File: config.mk
export PLATFORM = sky130hd
export DESIGN_NAME = fetch_pc
export DESIGN_NICKNAME = d
export VERILOG_FILES = /design/src/rtl/fetch_pc.sv
export SDC_FILE = /design/constraint.sdc
export NUM_CORES = 1
export LEC_CHECK = 0
export ABC_AREA = 0
export ABC_CLOCK_PERIOD_IN_PS = 2300
export BUFFER_PORTS_ARGS = -buffer_cell sky130_fd_sc_hd__buf_2
export CORE_MARGIN = 3
export CORE_UTILIZATION = 54
export CTS_BUF_LIST = sky130_fd_sc_hd__clkbuf_4 sky130_fd_sc_hd__clkbuf_8
export DETAILED_ROUTE_END_ITERATION = 7
export HOLD_SLACK_MARGIN = 0.08
export PLACE_DENSITY = 0.82
export SYNTH_ARGS = -nofsm -noshare
export SYNTH_HDL_FRONTEND = slang
export SYNTH_SLANG_ARGS = --single-unit
File: constraint.sdc
create_clock -name clk -period 2.3 [get_ports clk]
set_input_delay 0.46 -clock clk [delete_from_list [all_inputs] [get_ports clk]]
set_output_delay 0.46 -clock clk [all_outputs]
set_load 0.01 [all_outputs]
File: src/rtl/fetch_pc.sv
// Instruction-fetch stage: owns the PC, issues one word fetch at a time and
// hands (pc, instr) to decode. Optional counters enabled by FETCH_PERF_EN.
module fetch_pc #(
    parameter int unsigned           XLEN      = 32,
    parameter logic [XLEN-1:0]       RESET_VEC = 32'h0000_0000
) (
    input  logic            clk,
    input  logic            rst_n,
    input  logic            redirect_valid,
    input  logic [XLEN-1:0] redirect_target,
    output logic            imem_req_valid,
    input  logic            imem_req_ready,
    output logic [XLEN-1:0] imem_req_addr,
    input  logic            imem_rsp_valid,
    input  logic [31:0]     imem_rsp_data,
    output logic            if_valid,
    input  logic            if_ready,
    output logic [XLEN-1:0] if_pc,
    output logic [31:0]     if_instr,
    output logic            misalign_err
`ifdef FETCH_PERF_EN
    ,
    output logic [31:0]     perf_fetched,
    output logic [31:0]     perf_flushed
`endif
);

    typedef enum logic [1:0] {
        S_REQ,
        S_WAIT,
        S_HOLD
    } state_t;

    localparam logic [XLEN-1:0] PC_STEP = XLEN'(4);

    state_t          state;
    logic [XLEN-1:0] pc;
    logic [XLEN-1:0] req_pc;
    logic            drop;
    logic            req_valid;

    logic redir_ok;
    logic redir_bad;
    logic req_fire;
    logic if_fire;

    assign redir_ok  = redirect_valid & (redirect_target[1:0] == 2'b00);
    assign redir_bad = redirect_valid & (redirect_target[1:0] != 2'b00);
    assign req_fire  = req_valid & imem_req_ready;
    assign if_fire   = if_valid & if_ready;

    // Request outputs come straight from registers; no path from redirect_valid.
    assign imem_req_valid = req_valid;
    assign imem_req_addr  = pc;

    always_ff @(posedge clk or negedge rst_n) begin
        if (!rst_n) begin
            state        <= S_REQ;
            pc           <= RESET_VEC;
            req_pc       <= '0;
            drop         <= 1'b0;
            req_valid    <= 1'b0;
            if_valid     <= 1'b0;
            if_pc        <= '0;
            if_instr     <= '0;
            misalign_err <= 1'b0;
        end else begin
            misalign_err <= redir_bad;
            case (state)
                S_REQ: begin
                    if (redir_ok) begin
                        pc <= redirect_target;
                        if (req_fire) begin
                            // Old address already left; its data must be discarded.
                            drop      <= 1'b1;
                            req_valid <= 1'b0;
                            state     <= S_WAIT;
                        end else begin
                            req_valid <= 1'b1;
                        end
                    end else if (req_fire) begin
                        req_pc    <= pc;
                        req_valid <= 1'b0;
                        state     <= S_WAIT;
                    end else begin
                        req_valid <= 1'b1;
                    end
                end
                S_WAIT: begin
                    if (redir_ok) begin
                        pc <= redirect_target;
                        if (imem_rsp_valid) begin
                            // The response in flight is the wrong-path one; refetch now.
                            drop      <= 1'b0;
                            req_valid <= 1'b1;
                            state     <= S_REQ;
                        end else begin
                            drop <= 1'b1;
                        end
                    end else if (imem_rsp_valid) begin
                        if (drop) begin
                            drop      <= 1'b0;
                            req_valid <= 1'b1;
                            state     <= S_REQ;
                        end else begin
                            if_pc    <= req_pc;
                            if_instr <= imem_rsp_data;
                            if_valid <= 1'b1;
                            pc       <= req_pc + PC_STEP;
                            state    <= S_HOLD;
                        end
                    end
                end
                S_HOLD: begin
                    if (redir_ok) begin
                        pc        <= redirect_target;
                        if_valid  <= 1'b0;
                        req_valid <= 1'b1;
                        state     <= S_REQ;
                    end else if (if_fire) begin
                        if_valid  <= 1'b0;
                        req_valid <= 1'b1;
                        state     <= S_REQ;
                    end
                end
                default: begin
                    state     <= S_REQ;
                    req_valid <= 1'b0;
                end
            endcase
        end
    end

`ifdef FETCH_PERF_EN
    logic fetched_evt;
    logic flushed_evt;

    // A squash in HOLD wins over a simultaneous decode handshake.
    assign fetched_evt = if_fire & ~((state == S_HOLD) & redir_ok);
    assign flushed_evt = ((state == S_WAIT) & imem_rsp_valid & (drop | redir_ok))
                       | ((state == S_HOLD) & redir_ok);

    always_ff @(posedge clk or negedge rst_n) begin
        if (!rst_n) begin
            perf_fetched <= '0;
            perf_flushed <= '0;
        end else begin
            if (fetched_evt) perf_fetched <= perf_fetched + 32'd1;
            if (flushed_evt) perf_flushed <= perf_flushed + 32'd1;
        end
    end
`endif

endmodule

**Word-level counts from Yosys, hierarchy flattened**

Index checks and enable logic that the tools add are counted.

- Add/sub/neg operators: 1
- Reduce and logical (&&, ||, !) cells: 14
- Bitwise operators: 6
- Mux-type cells: 33
- Equality and inequality tests: 12

Operators by type and width:

| operator | count |
|---|---|
| $mux 32 | 4 |
| $pmux 32 s2 | 1 |
| $add 32x3->32 const B | 1 |
| $mux 1 | 17 |
| $mux 2 | 7 |
| $ne 3x3->1 const B | 4 |
| $reduce_and 4->1 | 3 |
| $ne 2x2->1 const B | 5 |
| $reduce_and 3->1 | 3 |
| $reduce_bool 2->1 | 4 |
| $pmux 2 s3 | 1 |
| $reduce_and 5->1 | 1 |
| $and 1x1->1 | 4 |
| $logic_not 2->1 | 2 |
| $pmux 1 s2 | 2 |
| $pmux 1 s3 | 1 |
| $eq 2x1->1 const B | 1 |
| $eq 2x2->1 const B | 1 |
| $ne 2x1->1 const B | 1 |
| $not 1->1 | 2 |
| $reduce_or 2->1 | 1 |

- Bits in registers: 134
- Input bits: 70

**Logic depth before layout (Yosys ltp)**

- Word-level depth: 5
- Mapped depth: 8

**Least setup slack after synthesis**

No wires, ideal clock.

- Kind: input to register
- From: input port redirect_target[0]
- To: register if_instr[0]
- Buffers on the path: 2
- Arrival time: 2022 ps
- Setup slack: 154 ps
- Stages: 7
- Setup time: 125 ps
- Path through: or3b_2 > clkbuf_1 > nand2_1 > nor2_1 > nand2_1 > buf_2 > mux2_2

- Cells in the longest elaborated chain, start to end: 4

Ends and longest elaborated chain:

| item | line | RTL |
|---|---|---|
| from (decl) | 10 | `input logic [XLEN-1:0] redirect_target,` |
| $logic_not 2->1 | 47 | `assign redir_ok = redirect_valid & (redirect_target[1:0] == 2'b00);` |
| $and 1x1->1 | 47 |  |
| $not 1->1 (no line) | - |  |
| $reduce_and 4->1 (no line) | - |  |
| to (signal assigned) | 107 | `if_instr <= imem_rsp_data;` |
| to (decl) | 19 | `output logic [31:0] if_instr,` |

No other way between the ends.
A chain may end at the register's enable or synchronous reset.

**Final worst setup path**

- From: register req_pc[14]
- To: register pc[26] (netlist: imem_req_addr[26])

- Cells in the longest elaborated chain, start to end: 5

Ends and longest elaborated chain:

| item | line | RTL |
|---|---|---|
| from (decl) | 38 | `logic [XLEN-1:0] req_pc;` |
| from (signal assigned) | 82 | `req_pc <= pc;` |
| $add 32x3->32 | 109 | `pc <= req_pc + PC_STEP;` |
| $mux 32 | 101 | `if (drop) begin` |
| $mux 32 | 100 | `end else if (imem_rsp_valid) begin` |
| $mux 32 | 90 | `if (redir_ok) begin` |
| $pmux 32 s2 | 69 | `case (state)` |
| to (signal assigned) | 72 | `pc <= redirect_target;` |
| to (signal assigned) | 91 | `pc <= redirect_target;` |
| to (signal assigned) | 109 |  |
| to (decl) | 37 | `logic [XLEN-1:0] pc;` |

No other way between the ends. The select of a mux whose other input is x is not followed.

==> flow_summary_export.csv <==
group,metric,value,unit
sta,setup_viol,0,
setup_path,r2r.worst_path.cells,5,
pwr,power_density,1460,nW/um^2
setup_path,cp.required,2670,ps
yosys,ys_types,49,
placement,place_ws,94.0,ps
run_status,outcome,"finished, final reports clean",
setup_path,rrSetupSlack,110,ps
yosys,synth.most_common_cell,"dfrtp_1",
global_route,overflow,0,
global_route,antenna_found_initial,0,
yosys,synth-seq-cells,134,
cts,worst_skew_pair.late_latency,440,ps
sta,hold_viol_final,0,
setup_path,cp_data_arrival_time,2560,ps
pwr,report.power.total,11.1,mW
yosys,yosysTopAreaCellShare,55.2,%
routing,drt-total-wl,15000,um
min_path,hold_path_class,"in2reg",
die,rows,38,
setup_path,crit_fanout,7,
die,design.die.area,12600,um^2
setup_path,reg2reg_from,"req_pc[14]$_DFFE_PN0P_",
min_path,hp-start,"imem_rsp_data[8]",
pwr,p_leak,3.62,nW
layout,diodes,0,
routing,vias_per_cell,5.64,
yosys,synthFlopType,"dfrtp_1",
cts,clock-sinks,134,
global_route,grt_usage,24.8,%
yosys,ys_async_sr_fraction,100,%
layout,fin_area,7620,um^2
layout,nets,768,
global_route,first_global_vias,5033,
die,core,10900,um^2
sta,rsz0062_at_grt,"false",
yosys,yosys_warnings,0,
global_route,grt_max_degree,49,
cts,cts_buffer_depth,2,
placement,dp.cells,813,
sta,timing.slew.headroom,55.7,%
setup_path,endpoint_kind,"register",
min_path,min_to,"if_instr[8]$_DFFE_PN0P_",
setup_path,worstSetupPathType,"reg2reg",
placement,gp_congestion,0.902,
layout,area_growth_syn_to_layout,25.4,%
pwr,vdd_drop_max,0.694,mV
sta,tightestPinTransition,659,ps
routing,drc,0,
job,max_cap_violations,0,
yosys,synth_enable_flop_cells,0,
layout,drive_above_1_share,46.6,%
yosys,synth_commonest_cells,"134 x dfrtp_1, 94 x mux2_2, 45 x nand2_1",
placement,dpl-instance-area,7180,um^2
sta,fin_crit_sh,95.4,%
cts,root_buffer,"clkbuf_8",
yosys,synthCells,514,
yosys,netlist_top_cells_area,"dfrtp_1 55%, mux2_2 17%, o21ai_0 3.0%",
die,fp.dieW,112,um
sta,finalCriticalPeriod,2190,ps
placement,port_buffers,168,
sta,fin_tns_setup,0,ps
yosys,postSynthAreaPerCell,11.8,um^2
sta,max_freq,456,MHz
die,start_util,55.6,%
layout,fill_cells,845,
yosys,synth_top_cell_by_area,"dfrtp_1",
yosys,syn-num-nets,589,
yosys,yosysSeqAreaShare,55.2,%
routing,routedWlPerCell,17.8,um
cts,cts_tree,"built",
global_route,grt_first_pass_wirelength,24800,um
yosys,syn-cell-area,6080,um^2
cts,h-tree-depth,4,
routing,drtPass1Iterations,4,
layout,fin_util,69.6,%
min_path,holdPathStages,2,
routing,ant_nets,0,
cts,cts_made_buffers,17,
sta,hold_ws,247,ps
layout,fin_cells,846,
cts,clkSlewWorstSetupHoldPaths,80,ps
placement,dp_hpwl,11100,um
sta,setup_slack,107,ps
die,fp.dieH,112,um
sta,drv_slew,0,
setup_path,reg2reg_to,"imem_req_addr[26]$_DFFE_PN0P_",
routing,num_vias,4773,
sta,finClkSkew,14.4,ps
die,io_pins,169,
routing,drt_iter0_drc,293,
setup_path,start_kind,"register",
## where the power goes
group / internal, mW / total, mW / switching, mW / leakage, nW
registers: 3.50 / 4.47 / 0.964 / 1.66
clock network: 1.17 / 2.07 / 0.905 / 0.211
logic: 2.23 / 4.60 / 2.37 / 1.75
total: 6.90 / 11.1 / 4.24 / 3.62
## worst max-delay path: stages, from the launching register on
cell and delay (ps):
dfrtp_1 480, nand4_2 220, or4_1 630, or4_1 490
and3_1 180, o21ai_2 120
## worst max-delay path by stage
| stage | start | slack (ps) | to | cells past startpoint |
|---|---|---|---|---|
| finish | req_pc[14]$_DFFE_PN0P_ | 110 | imem_req_addr[26]$_DFFE_PN0P_ | 5 |
| global route | req_pc[14]$_DFFE_PN0P_ | 20 | imem_req_addr[26]$_DFFE_PN0P_ | 5 |
| CTS | req_pc[13]$_DFFE_PN0P_ | 100 | imem_req_addr[26]$_DFFE_PN0P_ | 5 |
| detailed placement | redirect_target[0] | 90 | if_instr[29]$_DFFE_PN0P_ | 7 |
| global placement | redirect_target[0] | 140 | if_instr[11]$_DFFE_PN0P_ | 7 |
| floorplan | redirect_target[0] | 150 | if_instr[0]$_DFFE_PN0P_ | 7 |
## flip-flops by register name, summed over array words and instances (netlist names)
register,count
if_instr,32
if_pc,32
imem_req_addr,32
req_pc,32
state,2
drop,1
if_valid,1
imem_req_valid,1
misalign_err,1
## layout by cell type (no fill, tap or decap), types with 3 or more instances in the layout
cell,netlist,layout
a31oi_1,4,4
mux2i_1,5,5
clkinvlp_4,0,3
buf_2,8,167
inv_1,7,7
nand2_1,45,44
nand3_1,26,26
mux2_2,94,94
and4_2,3,3
buf_12,0,7
a21oi_1,11,11
o211ai_1,9,9
bufinv_16,0,4
nor4_1,7,7
xor2_1,13,13
a31o_2,3,3
nor2_1,24,23
ha_1,5,5
clkinv_2,0,7
dfrtp_1,134,133
buf_4,3,11
and3_1,5,5
o21ai_0,37,37
xnor2_1,7,7
nor3_1,8,8
clkbuf_8,1,17
nand4_1,11,11
## cell type report
cell class	instances	area [um^2]	share of cell area [%]
inverters	7	26.3	0.345
flip-flops and latches	134	3350	44.0
repair buffers	187	1080	14.2
multi-input cells	346	2560	33.6
clock inverters	15	186	2.45
well taps	140	175	2.30
clock buffers	17	234	3.07
## cell families after synthesis
logic type	count (synthesis)	synth area share, %
XOR/XNOR	20	2.88
adder cells (fa/ha/maj)	5	1.03
multiplexers	99	18.2
flip-flops	134	55.2
AND/OR/NAND/NOR	144	11.8
AO/OA/AOI/OAI	78	7.87
buffers and inverters	34	2.94
## layer usage
layer  share of wire, %  GRT usage, %
met1                 41          30.8
met2                 50          41.8
met3                7.0          6.36
met4                2.3          9.94
met5                  0             0
## what timing repair did
item / in CTS / in global routing
hold buffers: 1 / 0
hold endpoints to repair: 43 / 0
setup endpoints to repair: 0 / 1
gates resized for setup: 0 / 1
buffers inserted: 0 / 0
No activity file was read; power rests on OpenSTA's default activity.
